File: src/rtl/hamming_12_8_pkg.sv
// hamming_12_8_pkg: Hamming(12,8) constants, error classes and codeword helpers shared with the encoder
package hamming_12_8_pkg;
  localparam int CW_W = 12;
  localparam int DATA_W = 8;
  localparam int SYN_W = 4;
  localparam int P_POS [4] = '{1, 2, 4, 8};
  localparam int D_POS [DATA_W] = '{3, 5, 6, 7, 9, 10, 11, 12};
  typedef enum logic [1:0] {ERR_NONE, ERR_SINGLE, ERR_MULTI} err_t;
  function automatic logic [SYN_W-1:0] calc_syndrome(input logic [CW_W-1:0] cw);
    logic [SYN_W-1:0] s;
    s = '0;
    for (int i = 0; i < CW_W; i++) s ^= cw[i] ? SYN_W'(i + 1) : '0;
    return s;
  endfunction
  function automatic logic [DATA_W-1:0] extract_data(input logic [CW_W-1:0] cw);
    logic [DATA_W-1:0] d;
    for (int k = 0; k < DATA_W; k++) d[k] = cw[D_POS[k] - 1];
    return d;
  endfunction
endpackage

File: src/rtl/hamming_12_8_syndrome.sv
// hamming_12_8_syndrome: combinational syndrome and none/single/uncorrectable classification
module hamming_12_8_syndrome
  import hamming_12_8_pkg::*;
(
  input logic [CW_W-1:0] cw,
  output logic [SYN_W-1:0] syn,
  output err_t cls
);
  always_comb begin
    syn = calc_syndrome(cw);
    cls = syn == '0 ? ERR_NONE : syn > SYN_W'(CW_W) ? ERR_MULTI : ERR_SINGLE;
  end
endmodule

File: config.mk
export PLATFORM = sky130hd
export DESIGN_NAME = hamming_12_8_syndrome
export DESIGN_NICKNAME = d
export VERILOG_FILES = /design/src/rtl/hamming_12_8_pkg.sv /design/src/rtl/hamming_12_8_syndrome.sv
export SDC_FILE = /design/constraint.sdc
export NUM_CORES = 1
export LEC_CHECK = 0
export ABC_AREA = 1
export CAP_MARGIN = 30
export CORE_AREA = 10 10 47 49
export DETAILED_ROUTE_END_ITERATION = 6
export DIE_AREA = 0 0 57 59
export PLACE_DENSITY_LB_ADDON = 0.25
export REMOVE_ABC_BUFFERS = 1
export SETUP_SLACK_MARGIN = 0.4
export SYNTH_ARGS = -nofsm -noshare
export SYNTH_HDL_FRONTEND = slang
export SYNTH_SLANG_ARGS = --single-unit
export TNS_END_PERCENT = 50
File: constraint.sdc
create_clock -name vclk -period 0.8
set_input_delay 0.12 -clock vclk [all_inputs]
set_output_delay 0.12 -clock vclk [all_outputs]
set_load 0.005 [all_outputs]
==> impl_metrics.env, run 1 <==
export IMPL_yosys_top_cells_count="nand2_1, inv_1, nand3_1"
export IMPL_grt_use_total_pct=6.61
export IMPL_swShare_pct=48.6
export IMPL_slew_viol_final=0
export IMPL_ys_seq_area_share_pct=0
export IMPL_hp_start="cw[5]"
export IMPL_grt_pass1_vias=474
export IMPL_m1WireLength_um=426
export IMPL_synth_warnings=0
export IMPL_firstDrtPassIters=4
export IMPL_drc_errors=0
export IMPL_yosys_top_cells_area="nand2_1, nand3_1, inv_1"
export IMPL_drive_gt1_share_pct=72.9
export IMPL_die_y_um=59
export IMPL_cts_hold_buf=0
export IMPL_syn_instance_count=73
export IMPL_seq_cells=0
export IMPL_status="finished, violations left"
export IMPL_yosysTopAreaCellShare_pct=34.5
export IMPL_antenna_found_initial=0
export IMPL_min_to="syn[1]"
export IMPL_max_freq_mhz=884
export IMPL_power_switching_w=0.000297
export IMPL_met3_length_um=77
export IMPL_p_leak_nw=0.414
export IMPL_synth_cell_area_um2=348
export IMPL_violations="setup timing"
export IMPL_place_gp_congestion=0.721
export IMPL_nets=110
export IMPL_p_int_w=0.000315
export IMPL_multi_input_area_um2=412
export IMPL_wl_um=1300
export IMPL_drv_cap=0
export IMPL_startpoint_type="primary input"
export IMPL_area_growth_pct=117
export IMPL_ant_nets=0
export IMPL_synth_cell_type_count=11
export IMPL_dp_cells=108
export IMPL_grt_overflow=0
export IMPL_fill_cells=153
export IMPL_wl_per_cell_um=11.6
export IMPL_finalSetupViolCount=6
export IMPL_power_density_mw_per_mm2=812
export IMPL_period_needed_ns=1.13
export IMPL_rsz0062_at_grt="true"
export IMPL_hpwl_um=808
export IMPL_grt_max_degree=7
export IMPL_p_seq_share_pct=0
export IMPL_row_count=14
export IMPL_vias=514
export IMPL_critPathArrivalTime_ns=1.01
export IMPL_synth_most_common_cell="nand2_1"
export IMPL_utilization_pct=53.8
export IMPL_instances_no_fill=112
export IMPL_cp_end_kind="output pin"
export IMPL_min_path_cells=6
export IMPL_grt_first_pass_wirelength_um=1930
export IMPL_die_x_um=57
export IMPL_dr_max_layer_used="met4"
export IMPL_viasPerCell=4.59
export IMPL_detailedPlace_worstSlack_ns=-1.21
export IMPL_yosysTopAreaCell="nand2_1"
export IMPL_worstHoldPathType="in2out"
export IMPL_timing_worst_setup_path_type="in2out"
export IMPL_syn_area_per_cell_um2=4.76
export IMPL_crit_fanout=4
export IMPL_nClkBuffers=0
export IMPL_total_power_w=0.000612
export IMPL_dr_wl_met2_um=779
export IMPL_diodes=0
export IMPL_tightest_slew_ns=0.151
export IMPL_irDropWorstVdd_mv=0.378
export IMPL_coreArea_mm2=0.00140
export IMPL_required_ns=0.68
export IMPL_regArea_um2=0
export IMPL_fin_crit_sh_pct=141
export IMPL_numPortBuffers=18
export IMPL_initial_core_util_pct=24.8
export IMPL_hold_viol=0
export IMPL_first_iter_violations=5
export IMPL_relSlewSlack_pct=89.9
export IMPL_combinationalPowerShare_pct=100.0
export IMPL_ioPinCount=18
export IMPL_clkPwrFrac_pct=0
export IMPL_setup_ws_ns=-0.331
export IMPL_die_area_mm2=0.00336
through the flow:
step,setup TNS (ns),hold slack (ns),instance area [um^2]
2_1_floorplan,-0.0751,0.437,337
3_3_place_gp,-6.58,1.48,552
3_5_place_dp,-6.66,1.49,552
4_1_cts,-1.46,0.705,682
5_1_grt,-2.01,0.750,753
6_report,-1.67,0.718,753
cell type report:
class	instances	share of cell area (%)
repair buffers	24	32.6
inverters	15	10.1
multi-input cells	57	54.7
well taps	16	2.66
power groups by stage:
| stage | combinational [W] | sequential (W) | clock, W |
|---|---|---|---|
| floorplan | 0.000211 | 0 | 0 |
| global placement | 0.000437 | 0 | 0 |
| detailed placement | 0.000441 | 0 | 0 |
| CTS | 0.000533 | 0 | 0 |
| global route | 0.000660 | 0 | 0 |
| finish | 0.000612 | 0 | 0 |
what timing repair did:
item                       in CTS  in global routing
gates cloned                    0                  0
buffers inserted                2                  2
gates resized for setup       125                 21
pin swaps                      23                 13
setup endpoints to repair       6                  6
worst max-delay path by stage:
| stage | start | end | slack (ns) |
|---|---|---|---|
| after floorplan | cw[10] | cls[0] | -0.04 |
| after global placement | cw[8] | cls[1] | -1.20 |
| after detailed placement | cw[8] | cls[0] | -1.21 |
| after CTS | cw[10] | cls[0] | -0.32 |
| after global routing | cw[5] | cls[1] | -0.38 |
| final | cw[11] | cls[0] | -0.33 |
per-layer routing:
| layer | vias to the layer above | global-route usage, % |
|---|---|---|
| met2 | 13 | 15.0 |
| met3 | 2 | 1.07 |
| met1 | 236 | 5.69 |
| li1 | 263 | - |
| met4 | 0 | 1.01 |
| met5 | - | 0 |
cell usage in the layout (no fill, tap or decap):
cell / Yosys / final
buf_8: 0 / 2
nand2_4: 0 / 4
xnor2_1: 3 / 1
nand2_1: 32 / 14
inv_1: 12 / 5
inv_8: 0 / 1
a21oi_2: 0 / 1
inv_2: 2 / 4
inv_4: 1 / 5
buf_12: 0 / 2
nand3_1: 11 / 4
buf_4: 0 / 5
nand3_2: 0 / 7
buf_2: 0 / 5
xor2_1: 3 / 1
nand3b_1: 1 / 1
nand2_2: 6 / 20
xor2_2: 0 / 2
xnor2_2: 0 / 2
buf_6: 1 / 10
cell families (layout without fill, tap and decap cells):
family	count (synthesis)	count (layout)	synth area share [%]
buffers and inverters	16	39	20.1
XOR/XNOR	6	6	15.1
AND/OR/NAND/NOR	50	50	63.3
AO/OA/AOI/OAI	1	1	1.44
worst max-delay path: stages:
cell	delay (ns)
buf_12	0.11
inv_8	0.05
nand2_4	0.04
nand2_2	0.05
nand2_2	0.06
nand3b_1	0.13
nand2_2	0.07
buf_6	0.12
nand2_4	0.06
nand2_2	0.04
nand2_1	0.04
buf_2	0.11
Note: power is estimated with default switching activity, not from simulation.
==> inputs of run 2 (changes only) <==
==> constraint.sdc (replaced) <==
create_clock -name vclk -period 1.4
set_input_delay 0.21 -clock vclk [all_inputs]
set_output_delay 0.21 -clock vclk [all_outputs]
set_load 0.005 [all_outputs]
==> run 2 against run 1 <==
Against the previous run: the flow now finishes without violations; critical endpoint unchanged; utilization decreased by 5.6 points; count of clock-buffer cells in the layout unchanged; final area fell by 10%; hold slack improved by 0.20 ns; combinational power down 50%; routed wire length fell by 19%; power shrank 51%.
==> impl_metrics.env, run 2 (synthesized netlist as in run 1, its figures left out) <==
export IMPL_power_density_mw_per_mm2=449
export IMPL_drive_gt1_share_pct=56.3
export IMPL_seq_cells=0
export IMPL_final_common_cell="nand2_1"
export IMPL_drc_errors=0
export IMPL_nClkBuffers=0
export IMPL_required_ns=1.19
export IMPL_fin_hold_ws_ns=0.915
export IMPL_fin_crit_sh_pct=93.3
export IMPL_grt_first_pass_wirelength_um=1700
export IMPL_crit_fanout=3
export IMPL_finalSetupViolCount=0
export IMPL_worstHoldPathType="in2out"
export IMPL_grt_max_degree=7
export IMPL_ioPinCount=18
export IMPL_max_freq_mhz=766
export IMPL_max_stage_delay_ns=0.13
export IMPL_slew_viol_final=0
export IMPL_die_x_um=57
export IMPL_critPathBufInv=4
export IMPL_crit_path_frequent_cell="nand2_1"
export IMPL_drv_cap=0
export IMPL_numPortBuffers=18
export IMPL_cp_end_kind="output pin"
export IMPL_initial_core_util_pct=24.8
export IMPL_status="completed"
export IMPL_crit_chain="buf_6 > inv_2 > nand2_4 > nand2_1 > nand2_1 > nand3b_1 > nand2_2 > buf_6 > nand2_4 > nand2_1 > nand2_1 > buf_2"
export IMPL_die_area_mm2=0.00336
export IMPL_coreArea_mm2=0.00140
export IMPL_place_gp_congestion=0.716
export IMPL_period_needed_ns=1.31
export IMPL_diodes=0
export IMPL_area_growth_pct=93.9
export IMPL_die_y_um=59
export IMPL_hold_viol=0
export IMPL_dpl_instance_area_um2=552
export IMPL_critPathArrivalTime_ns=1.10
export IMPL_row_count=14
export IMPL_regArea_um2=0
export IMPL_nets=110
export IMPL_firstDrtPassIters=2
export IMPL_p_leak_nw=0.390
export IMPL_relSlewSlack_pct=89.3
export IMPL_rsz0062_at_grt="true"
export IMPL_slowest_stage="nand3b_1"
export IMPL_cp_top_family="simple AND/OR/NAND/NOR gates"
export IMPL_viasPerCell=4.32
export IMPL_crit_start="cw[5]"
export IMPL_ant_nets=0
export IMPL_startpoint_type="primary input"
export IMPL_hp_start="cw[5]"
export IMPL_hpwl_um=821
export IMPL_grt_use_total_pct=5.57
export IMPL_wl_per_cell_um=9.39
export IMPL_timing_worst_setup_path_type="in2out"
export IMPL_antenna_found_initial=0
export IMPL_grt_overflow=0
export IMPL_cts_hold_buf=0
export IMPL_tightest_slew_ns=0.160
export IMPL_grt_pass1_vias=456
export IMPL_irDropWorstVdd_mv=0.179
export IMPL_first_iter_violations=6
export IMPL_vias=484
export IMPL_wl_um=1050
export IMPL_design_area_um2=674
export IMPL_layout_common_cells="nand2_1, nand2_2, buf_6"
[run 2: layer usage]
metal / global-route usage, % / wire [um] / vias to the layer above
met5: 0 / 0 / -
met4: 0 / 0 / 0
met3: 0.429 / 31 / 0
met2: 12.1 / 576 / 9
met1: 5.79 / 444 / 212
li1: - / - / 263
[run 2: worst paths after layout]
| path | endpoint | slack, ns | depth (start not counted) |
|---|---|---|---|
| min | syn[1] | 0.91 | 6 |
| max | cls[0] | 0.09 | 12 |
[run 2: metrics by stage]
stage | utilization [%] | power (W) | setup WS (ns) | setup TNS [ns] | std cells
after floorplan | - | 0.000121 | 0.382 | 0 | 72
after global placement | 39.4 | 0.000250 | -0.786 | -4.08 | 108
after detailed placement | 39.4 | 0.000252 | -0.802 | -4.17 | 108
after CTS | 46.3 | 0.000289 | 0.108 | 0 | 112
after global routing | 48.1 | 0.000333 | 0.0180 | 0 | 112
final | 48.1 | 0.000303 | 0.0939 | 0 | 112
[run 2: power breakdown]
group | switching [W] | total [W] | internal [W] | leakage (nW)
sequential | 0 | 0 | 0 | 0
combinational | 0.000146 | 0.000303 | 0.000157 | 0.390
clock | 0 | 0 | 0 | 0
[run 2: cell type report]
type               instances  area (um^2)
repair buffers            24          223
well taps                 16         20.0
fillers                  161          727
multi-input cells         57          365
inverters                 15         66.3
[run 2: what timing repair did]
item / CTS / global route
gates cloned: 0 / 0
resized for setup: 110 / 8
pin swaps: 27 / 5
buffers inserted: 4 / 0
setup endpoints to repair: 6 / 6
